`src/rtl/serial_add_scheduler_pkg.sv`:
```
// Shared state encoding and sizing helper for the serial add scheduler.
package serial_add_scheduler_pkg;

  typedef enum logic [1:0] {
    ST_IDLE = 2'd0,
    ST_ADD  = 2'd1,
    ST_DONE = 2'd2
  } state_e;

  // Nibble counter width; a single-nibble operand still needs a 1-bit counter.
  function automatic int cnt_width(input int nib);
    return (nib > 1) ? $clog2(nib) : 1;
  endfunction

endpackage

```
`src/rtl/look_ahead_adder.sv`:
```
// 4-bit carry-look-ahead adder slice: SUM/COUT = A + B + CIN.
module look_ahead_adder (
  input  logic [3:0] A,
  input  logic [3:0] B,
  input  logic       CIN,
  output logic [3:0] SUM,
  output logic       COUT
);

  logic [3:0] g;
  logic [3:0] p;
  logic [4:0] c;

  assign g = A & B;
  assign p = A ^ B;

  assign c[0] = CIN;
  assign c[1] = g[0] | (p[0] & c[0]);
  assign c[2] = g[1] | (p[1] & g[0]) | (p[1] & p[0] & c[0]);
  assign c[3] = g[2] | (p[2] & g[1]) | (p[2] & p[1] & g[0])
              | (p[2] & p[1] & p[0] & c[0]);
  assign c[4] = g[3] | (p[3] & g[2]) | (p[3] & p[2] & g[1])
              | (p[3] & p[2] & p[1] & g[0]) | (p[3] & p[2] & p[1] & p[0] & c[0]);

  assign SUM  = p ^ c[3:0];
  assign COUT = c[4];

endmodule

```
`src/rtl/serial_add_scheduler.sv`:
```
// Round-robin scheduler sharing one 4-bit look-ahead slice between two
// requesters; each WIDTH-bit add runs nibble-serially, LSB nibble first.
module serial_add_scheduler
  import serial_add_scheduler_pkg::*;
#(
  parameter int WIDTH = 16
) (
  input  logic             CLK,
  input  logic             RST,
  input  logic             REQ0_VALID,
  output logic             REQ0_READY,
  input  logic [WIDTH-1:0] REQ0_A,
  input  logic [WIDTH-1:0] REQ0_B,
  input  logic             REQ0_CIN,
  input  logic             REQ1_VALID,
  output logic             REQ1_READY,
  input  logic [WIDTH-1:0] REQ1_A,
  input  logic [WIDTH-1:0] REQ1_B,
  input  logic             REQ1_CIN,
  output logic             RES_VALID,
  input  logic             RES_READY,
  output logic [WIDTH-1:0] RES_SUM,
  output logic             RES_COUT,
  output logic             RES_ID,
  output logic             BUSY
);

  localparam int NIB = WIDTH / 4;
  localparam int CW  = cnt_width(NIB);
  localparam logic [CW-1:0] LAST_NIB = CW'(NIB - 1);

  if ((WIDTH % 4) != 0 || WIDTH < 4) begin : g_bad_width
    $error("serial_add_scheduler: WIDTH must be a positive multiple of 4");
  end

  state_e           state_q, state_d;
  logic             last_q, last_d;
  logic [CW-1:0]    cnt_q, cnt_d;
  logic [WIDTH-1:0] a_q, a_d;
  logic [WIDTH-1:0] b_q, b_d;
  logic [WIDTH-1:0] sum_q, sum_d;
  logic             carry_q, carry_d;
  logic             id_q, id_d;
  logic [WIDTH-1:0] res_sum_q, res_sum_d;
  logic             res_cout_q, res_cout_d;
  logic             res_id_q, res_id_d;

  logic             gnt0, gnt1, accept, last_nib;
  logic [3:0]       slice_sum;
  logic             slice_cout;
  logic [WIDTH-1:0] sum_shift;

  look_ahead_adder u_slice (
    .A    (a_q[3:0]),
    .B    (b_q[3:0]),
    .CIN  (carry_q),
    .SUM  (slice_sum),
    .COUT (slice_cout)
  );

  // Contention goes to the requester that was not granted last.
  assign gnt0     = REQ0_VALID & (~REQ1_VALID | last_q);
  assign gnt1     = REQ1_VALID & (~REQ0_VALID | ~last_q);
  assign accept   = (state_q == ST_IDLE) & (gnt0 | gnt1);
  assign last_nib = (cnt_q == LAST_NIB);
  assign sum_shift = (sum_q >> 4) | (WIDTH'(slice_sum) << (WIDTH - 4));

  // NOTE: sequential state uses non-blocking assignments so every register
  // samples pre-edge values regardless of process ordering.
  always_ff @(posedge CLK) begin
    if (RST) state_q <= ST_IDLE;
    else     state_q <= state_d;
  end

  always_comb begin
    // NOTE: default first, so no path through the case infers a latch.
    state_d = state_q;
    unique case (state_q)
      ST_IDLE: if (accept)    state_d = ST_ADD;
      ST_ADD:  if (last_nib)  state_d = ST_DONE;
      ST_DONE: if (RES_READY) state_d = ST_IDLE;
      default:                state_d = ST_IDLE;
    endcase
  end

  // READY is masked during reset so nothing is offered before IDLE is live.
  always_comb begin
    REQ0_READY = (state_q == ST_IDLE) & ~RST & gnt0;
    REQ1_READY = (state_q == ST_IDLE) & ~RST & gnt1;
    RES_VALID  = (state_q == ST_DONE);
    BUSY       = (state_q != ST_IDLE);
    RES_SUM    = res_sum_q;
    RES_COUT   = res_cout_q;
    RES_ID     = res_id_q;
  end

  always_comb begin
    last_d     = last_q;
    cnt_d      = cnt_q;
    a_d        = a_q;
    b_d        = b_q;
    sum_d      = sum_q;
    carry_d    = carry_q;
    id_d       = id_q;
    res_sum_d  = res_sum_q;
    res_cout_d = res_cout_q;
    res_id_d   = res_id_q;
    if (accept) begin
      a_d     = gnt0 ? REQ0_A   : REQ1_A;
      b_d     = gnt0 ? REQ0_B   : REQ1_B;
      carry_d = gnt0 ? REQ0_CIN : REQ1_CIN;
      id_d    = gnt1;
      last_d  = gnt1;
      cnt_d   = '0;
    end else if (state_q == ST_ADD) begin
      a_d     = a_q >> 4;
      b_d     = b_q >> 4;
      sum_d   = sum_shift;
      carry_d = slice_cout;
      cnt_d   = cnt_q + 1'b1;
      // Result registers load once so outputs stay put while RES_VALID is low.
      if (last_nib) begin
        res_sum_d  = sum_shift;
        res_cout_d = slice_cout;
        res_id_d   = id_q;
      end
    end
  end

  always_ff @(posedge CLK) begin
    if (RST) begin
      last_q     <= 1'b1;
      cnt_q      <= '0;
      a_q        <= '0;
      b_q        <= '0;
      sum_q      <= '0;
      carry_q    <= 1'b0;
      id_q       <= 1'b0;
      res_sum_q  <= '0;
      res_cout_q <= 1'b0;
      res_id_q   <= 1'b0;
    end else begin
      last_q     <= last_d;
      cnt_q      <= cnt_d;
      a_q        <= a_d;
      b_q        <= b_d;
      sum_q      <= sum_d;
      carry_q    <= carry_d;
      id_q       <= id_d;
      res_sum_q  <= res_sum_d;
      res_cout_q <= res_cout_d;
      res_id_q   <= res_id_d;
    end
  end

endmodule

```
`config.mk`:
```
export PLATFORM = sky130hd
export DESIGN_NAME = serial_add_scheduler
export DESIGN_NICKNAME = d
export VERILOG_FILES = /design/src/rtl/serial_add_scheduler_pkg.sv /design/src/rtl/look_ahead_adder.sv /design/src/rtl/serial_add_scheduler.sv
export SDC_FILE = /design/constraint.sdc
export NUM_CORES = 1
export LEC_CHECK = 0
export CELL_PAD_IN_SITES_DETAIL_PLACEMENT = 1
export CELL_PAD_IN_SITES_GLOBAL_PLACEMENT = 2
export CORE_MARGIN = 2
export CORE_UTILIZATION = 29
export DETAILED_ROUTE_END_ITERATION = 6
export GPL_TIMING_DRIVEN = 0
export PLACE_DENSITY_LB_ADDON = 0.1
export SLEW_MARGIN = 20
export SYNTH_ARGS = -nofsm -noshare
export SYNTH_HDL_FRONTEND = slang
export SYNTH_SLANG_ARGS = --single-unit
```
`constraint.sdc`:
```
create_clock -name CLK -period 2.7 [get_ports CLK]
set_input_delay 0.54 -clock CLK [delete_from_list [all_inputs] [get_ports CLK]]
set_output_delay 0.54 -clock CLK [all_outputs]
set_load 0.01 [all_outputs]
```
==> impl_metrics.tcl, run 1 <==
set metrics [dict create \
    grt_max_degree 15 \
    die_area_um2 12300 \
    netlist_instances 412 \
    use_met2_pct 29.3 \
    drtPass1Iterations 4 \
    r2r_start "last_q" \
    power_frac_comb_pct 13.4 \
    synth_area_um2 3310 \
    port_buffers 90 \
    crit_family "buffers and inverters" \
    p_leak_nw 1.77 \
    period_share_pct 95.3 \
    cp_max_fo 14 \
    finalSetupViolations 0 \
    crit_type "primary input to output port" \
    ys_types 42 \
    drive_gt1_share_pct 7.16 \
    antenna_found_initial 0 \
    h-tree-depth 3 \
    postCtsHoldBufs 0 \
    worstPathArrival_ps 2030 \
    p_switching_mw 0.646 \
    grt_pass1_wl_um 17300 \
    fin_util_pct 41.8 \
    yosys_most_used_dff "dfxtp_1" \
    clockBufferDepth 2 \
    crit_slowest_cell "clkdlybuf4s50_1" \
    cts.clk_slew.worst_paths_ps 60 \
    cts_tree "built" \
    ir_drop_v 0.000341 \
    clk_latency_ps 330 \
    hpwl_um 8090 \
    synth_edf_count 0 \
    seq_area_frac_synth_pct 41.7 \
    period_minus_slack_ps 2570 \
    place_congestion 0.750 \
    die_h_um 111 \
    ant_nets 0 \
    path_buf_inv 2 \
    p_int_mw 2.09 \
    status "finished clean" \
    grt_overflow 0 \
    fin_total_pwr_mw 2.73 \
    min_from "b_q[15]" \
    wire_per_inst_um 16.0 \
    startpoint "REQ1_VALID" \
    drc 0 \
    drt_iter0_markers 108 \
    rsz0062_at_grt "false" \
    grt_busiest_layer "met2" \
    clock-sinks 69 \
    fill_cells 1351 \
    relSlewSlack_pct 63.8 \
    placed_area_um2 4390 \
    crit_chain "clkdlybuf4s50_1, nand2b_2, and3_1, clkdlybuf4s50_1" \
    antennaDiodeCount 0 \
    cts_root_buf "clkbuf_16" \
    syn_nets 489 \
    drv_cap 0 \
    async_flop_share_pct 0 \
    cp.required_ps 2160 \
    hold_slack_ps 454 \
    finalHoldViolCount 0 \
    start_util_pct 29.4 \
    dp_cells 645 \
    area_growth_pct 42.4 \
    p_per_area_nw_per_um2 580 \
    numCtsBuffers 9 \
    slew_viol_final 0 \
    grt_util_all_layers_pct 17.6 \
    use_met3_pct 3.94 \
    ios 93 \
    share_seq_of_total_power_pct 40.1 \
    fmax_mhz 389 \
    drt-total-wl_um 10500 \
    vias 3328 \
    cp_slowest_stage_delay_ps 540 \
    ys_seq_elements 69 \
    worst_clock_skew_ps 7.26 \
    path_common_cell "clkdlybuf4s50_1" \
    final_area_um2 4710 \
    core_um2 11300 \
    drt-vias-per-instance 5.04 \
    cp-start-kind "primary input" \
    grt_pass1_vias 3471 \
    met1_usage_pct 22.7 \
    worstSetupEndpointType "output port" \
    die_x_um 111 \
    clkPwrFrac_pct 46.4 \
    rows 39 \
    yosysWarnings 0 \
    sw_frac_of_total_pct 23.6 \
    avgSynthCellArea_um2 8.03 \
    tightest_slew_ps 542 \
    hold_path_class "flop to flop" \
    layout.cells.non_filler 660 \
    nets 589 \
]
==> final timing paths <==
kind | slack (ps) | endpoint | depth (start not counted)
max | 130 | REQ0_READY | 4
min | 450 | b_q[15] | 2
max reg2reg | 680 | b_q[6] | 6
min reg2reg | 450 | b_q[15] | 2
==> power by group through the flow <==
stage                     sequential (mW)  clock (mW)  combinational (mW)
final                                1.10        1.27               0.367
after global routing                 1.10        1.34               0.412
after CTS                            1.10        1.29               0.373
after detailed placement             1.12           0               0.370
after global placement               1.12           0               0.365
after floorplan                      1.11           0               0.199
==> final cells by class <==
cell class / count / area [µm²] / area share [%]
repair buffers: 90 / 901 / 19.1
clock inverters: 6 / 86.3 / 1.83
plain buffers: 38 / 178 / 3.77
clock buffers: 10 / 239 / 5.07
flip-flops and latches: 69 / 1380 / 29.3
well taps: 143 / 179 / 3.80
inverters: 4 / 15.0 / 0.319
multi-input cells: 300 / 1730 / 36.8
==> layer usage <==
metal,wire length (µm),up-vias
li1,-,1666
met1,4830,1578
met3,514,12
met2,5030,72
met4,153,0
met5,0,-
==> stage by stage <==
| stage | setup WS, ps | TNS, ps |
|---|---|---|
| 3_3_place_gp | -137 | -137 |
| 4_1_cts | 104 | 0 |
| 3_5_place_dp | -132 | -132 |
| 6_report | 128 | 0 |
| 2_1_floorplan | 894 | 0 |
| 5_1_grt | 22.9 | 0 |
==> cell usage after synthesis (3+ instances only) <==
library cell | n | area, µm²
clkbuf_1 | 22 | 82.6
o21ai_1 | 6 | 30.0
a22oi_1 | 24 | 180
buf_4 | 3 | 22.5
dfxtp_1 | 69 | 1380
a211oi_1 | 6 | 45.0
and3_1 | 35 | 219
nor2_1 | 13 | 48.8
nand2_1 | 61 | 229
ha_1 | 5 | 62.6
o21ai_0 | 28 | 140
buf_2 | 12 | 60.1
a21oi_1 | 58 | 290
nor3_1 | 4 | 20.0
inv_1 | 3 | 11.3
a21boi_0 | 33 | 248
==> worst register-to-register path: cells and delay by family, from the launching register on <==
family                 cells  cell delay (ps)
DFF                        1              340
buffers and inverters      2              610
and+or+nand+nor            1              310
AOI/OAI and AO/OA          3              620
==> logic make-up after synthesis <==
| logic type | after synthesis | share of synthesized area (%) |
|---|---|---|
| buf+inv | 43 | 5.90 |
| xor+xnor | 2 | 0.529 |
| mux | 1 | 0.302 |
| simple gates | 128 | 18.9 |
| flops | 69 | 41.7 |
| compound gates | 163 | 30.1 |
| fa+ha+maj | 6 | 2.50 |
==> layout by cell type, fill, tap and decap left out, types with 2 or more instances in the layout <==
master            n
nor2b_1           2
buf_4             3
dfxtp_1          69
clkdlybuf4s50_1  90
clkbuf_1         20
a21o_1            2
nand2_1          61
nor3_1            4
o21ai_1           6
xnor2_1           2
clkinv_2          2
bufinv_16         2
inv_1             3
o21ai_0          28
and3_1           35
a21oi_1          58
or3_1             2
ha_1              5
clkbuf_16         9
a22oi_1          24
nor2_1           13
a211oi_1          6
a21boi_0         33
buf_2            12
==> what timing repair did <==
item / CTS / global route
setup buffers: 0 / 0
setup endpoints to repair: 1 / 0
gates resized for setup: 1 / 0
==> state kept, by name (all words and copies together) (netlist names) <==
| register | count |
|---|---|
| sum_q | 12 |
| a_q | 16 |
| RES_SUM | 16 |
| id_q | 1 |
| carry_q | 1 |
| RES_ID | 1 |
| last_q | 1 |
| cnt_q | 2 |
| b_q | 16 |
| RES_COUT | 1 |
| state_q | 2 |
No activity file was read; power rests on OpenSTA's default activity.
==> inputs of run 2 (changes only) <==
CORE_ASPECT_RATIO = 0.9   (was not set)
==> impl_metrics.tcl, run 2 (synthesized netlist as in run 1, its figures left out) <==
set metrics [dict create \
    numCtsBuffers 9 \
    cp_slowest_stage_delay_ps 540 \
    crit_slowest_cell "clkdlybuf4s50_1" \
    clk_latency_ps 330 \
    wire_per_inst_um 15.2 \
    h-tree-depth 3 \
    cp-start-kind "primary input" \
    finalHoldViolCount 0 \
    cts_root_buf "clkbuf_16" \
    ant_nets 0 \
    mostFrequentLayoutCell "clkdlybuf4s50_1" \
    clock-sinks 69 \
    place_ws_ps -129 \
    worstSetupEndpointType "output port" \
    drt-vias-per-instance 4.86 \
    worst_clock_skew_ps 6.93 \
    clockBufferDepth 2 \
    start_util_pct 30.1 \
    slew_viol_final 0 \
    antennaDiodeCount 0 \
    tightest_slew_ps 600 \
    hold_path_class "flop to flop" \
    ir_drop_v 0.000350 \
    port_buffers 90 \
    final_cell_mix "clkdlybuf4s50_1, dfxtp_1, nand2_1, a21oi_1, and3_1" \
    rows 36 \
    area_growth_pct 41.5 \
    drt-total-wl_um 10100 \
    die_x_um 117 \
    period_minus_slack_ps 2550 \
    cts_tree "built" \
    p_per_area_nw_per_um2 559 \
    drt_iter0_markers 122 \
    hpwl_um 8060 \
    period_share_pct 94.4 \
    drive_gt1_share_pct 6.60 \
    grt_overflow 0 \
    drv_cap 0 \
    fin_total_pwr_mw 2.62 \
    post_cts_buffers 0 \
    status "finished clean" \
    core_um2 11000 \
    path_common_cell "clkdlybuf4s50_1" \
    place_congestion 0.754 \
    drtPass1Iterations 4 \
    drc 0 \
    die_area_um2 12300 \
    cp.required_ps 2160 \
    cp_max_fo 14 \
    worst_slack_ps 152 \
    grt_util_all_layers_pct 17.3 \
    grt_pass1_wl_um 16600 \
    fin_tns_setup_ps 0 \
    ios 93 \
    crit_type "primary input to output port" \
    vias 3240 \
    antenna_found_initial 0 \
    worstPathArrival_ps 2010 \
    rsz0062_at_grt "false" \
    grt_max_degree 18 \
    die_h_um 105 \
    fmax_mhz 393 \
    nets 587 \
    relSlewSlack_pct 60.0 \
    crit_chain "clkdlybuf4s50_1, nand2b_2, and3_1, clkdlybuf4s50_1" \
    p_leak_nw 1.75 \
    cts.clk_slew.worst_paths_ps 50 \
    finalSetupViolations 0 \
    grt_pass1_vias 3276 \
]
[run 2: routing by layer]
layer / global-route usage, % / part of all wire [%]
met5: 0 / 0
met4: 4.37 / 1.1
met3: 4.14 / 4.2
met2: 28.2 / 46
met1: 23.1 / 49
[run 2: final timing paths]
path	start	cells after the start	end	slack (ps)
min reg2reg	RES_SUM[11]	2	RES_SUM[11]	450
min	RES_SUM[11]	2	RES_SUM[11]	450
max	REQ1_VALID	4	REQ0_READY	150
max reg2reg	last_q	6	b_q[1]	740
[run 2: final cells by class]
| type | count | area [µm²] |
|---|---|---|
| clock buffers | 12 | 246 |
| multi-input cells | 300 | 1730 |
| well taps | 152 | 190 |
| clock inverters | 4 | 47.5 |
| flip-flops and latches | 69 | 1380 |
| fillers | 1330 | 6310 |
| plain buffers | 36 | 169 |
| repair buffers | 90 | 901 |
| inverters | 4 | 15.0 |
[run 2: power by group]
group	internal, mW	switching, mW
clock network	0.737	0.421
registers	1.06	0.0310
logic	0.189	0.176
[run 2: what timing repair did]
item	CTS	global route
endpoints found under the hold margin	0	0
endpoints found under the setup margin	1	1
resized for setup	0	0
cloned	0	0
hold buffers	0	0
[run 2: stage by stage]
| step | hold WS, ps | instances | utilization, % | cell area (µm²) |
|---|---|---|---|---|
| detailed placement | 447 | 654 | 40.0 | 4400 |
| CTS | 455 | 668 | 42.6 | 4690 |
| floorplan | 426 | 412 | - | 3310 |
| global placement | 439 | 654 | 40.0 | 4400 |
| global route | 473 | 667 | 42.6 | 4680 |
| finish | 450 | 667 | 42.6 | 4680 |
[run 2: critical path, delay by kind of cell]
family | cells | cell delay, ps
and+or+nand+nor | 2 | 460
buffers and inverters | 2 | 1010
==> inputs of run 3 (changes only) <==
CORE_ASPECT_RATIO = not set   (was 0.9)
==> results of run 3 <==
Final layout, timing and power as in run 1 (identical DEF).
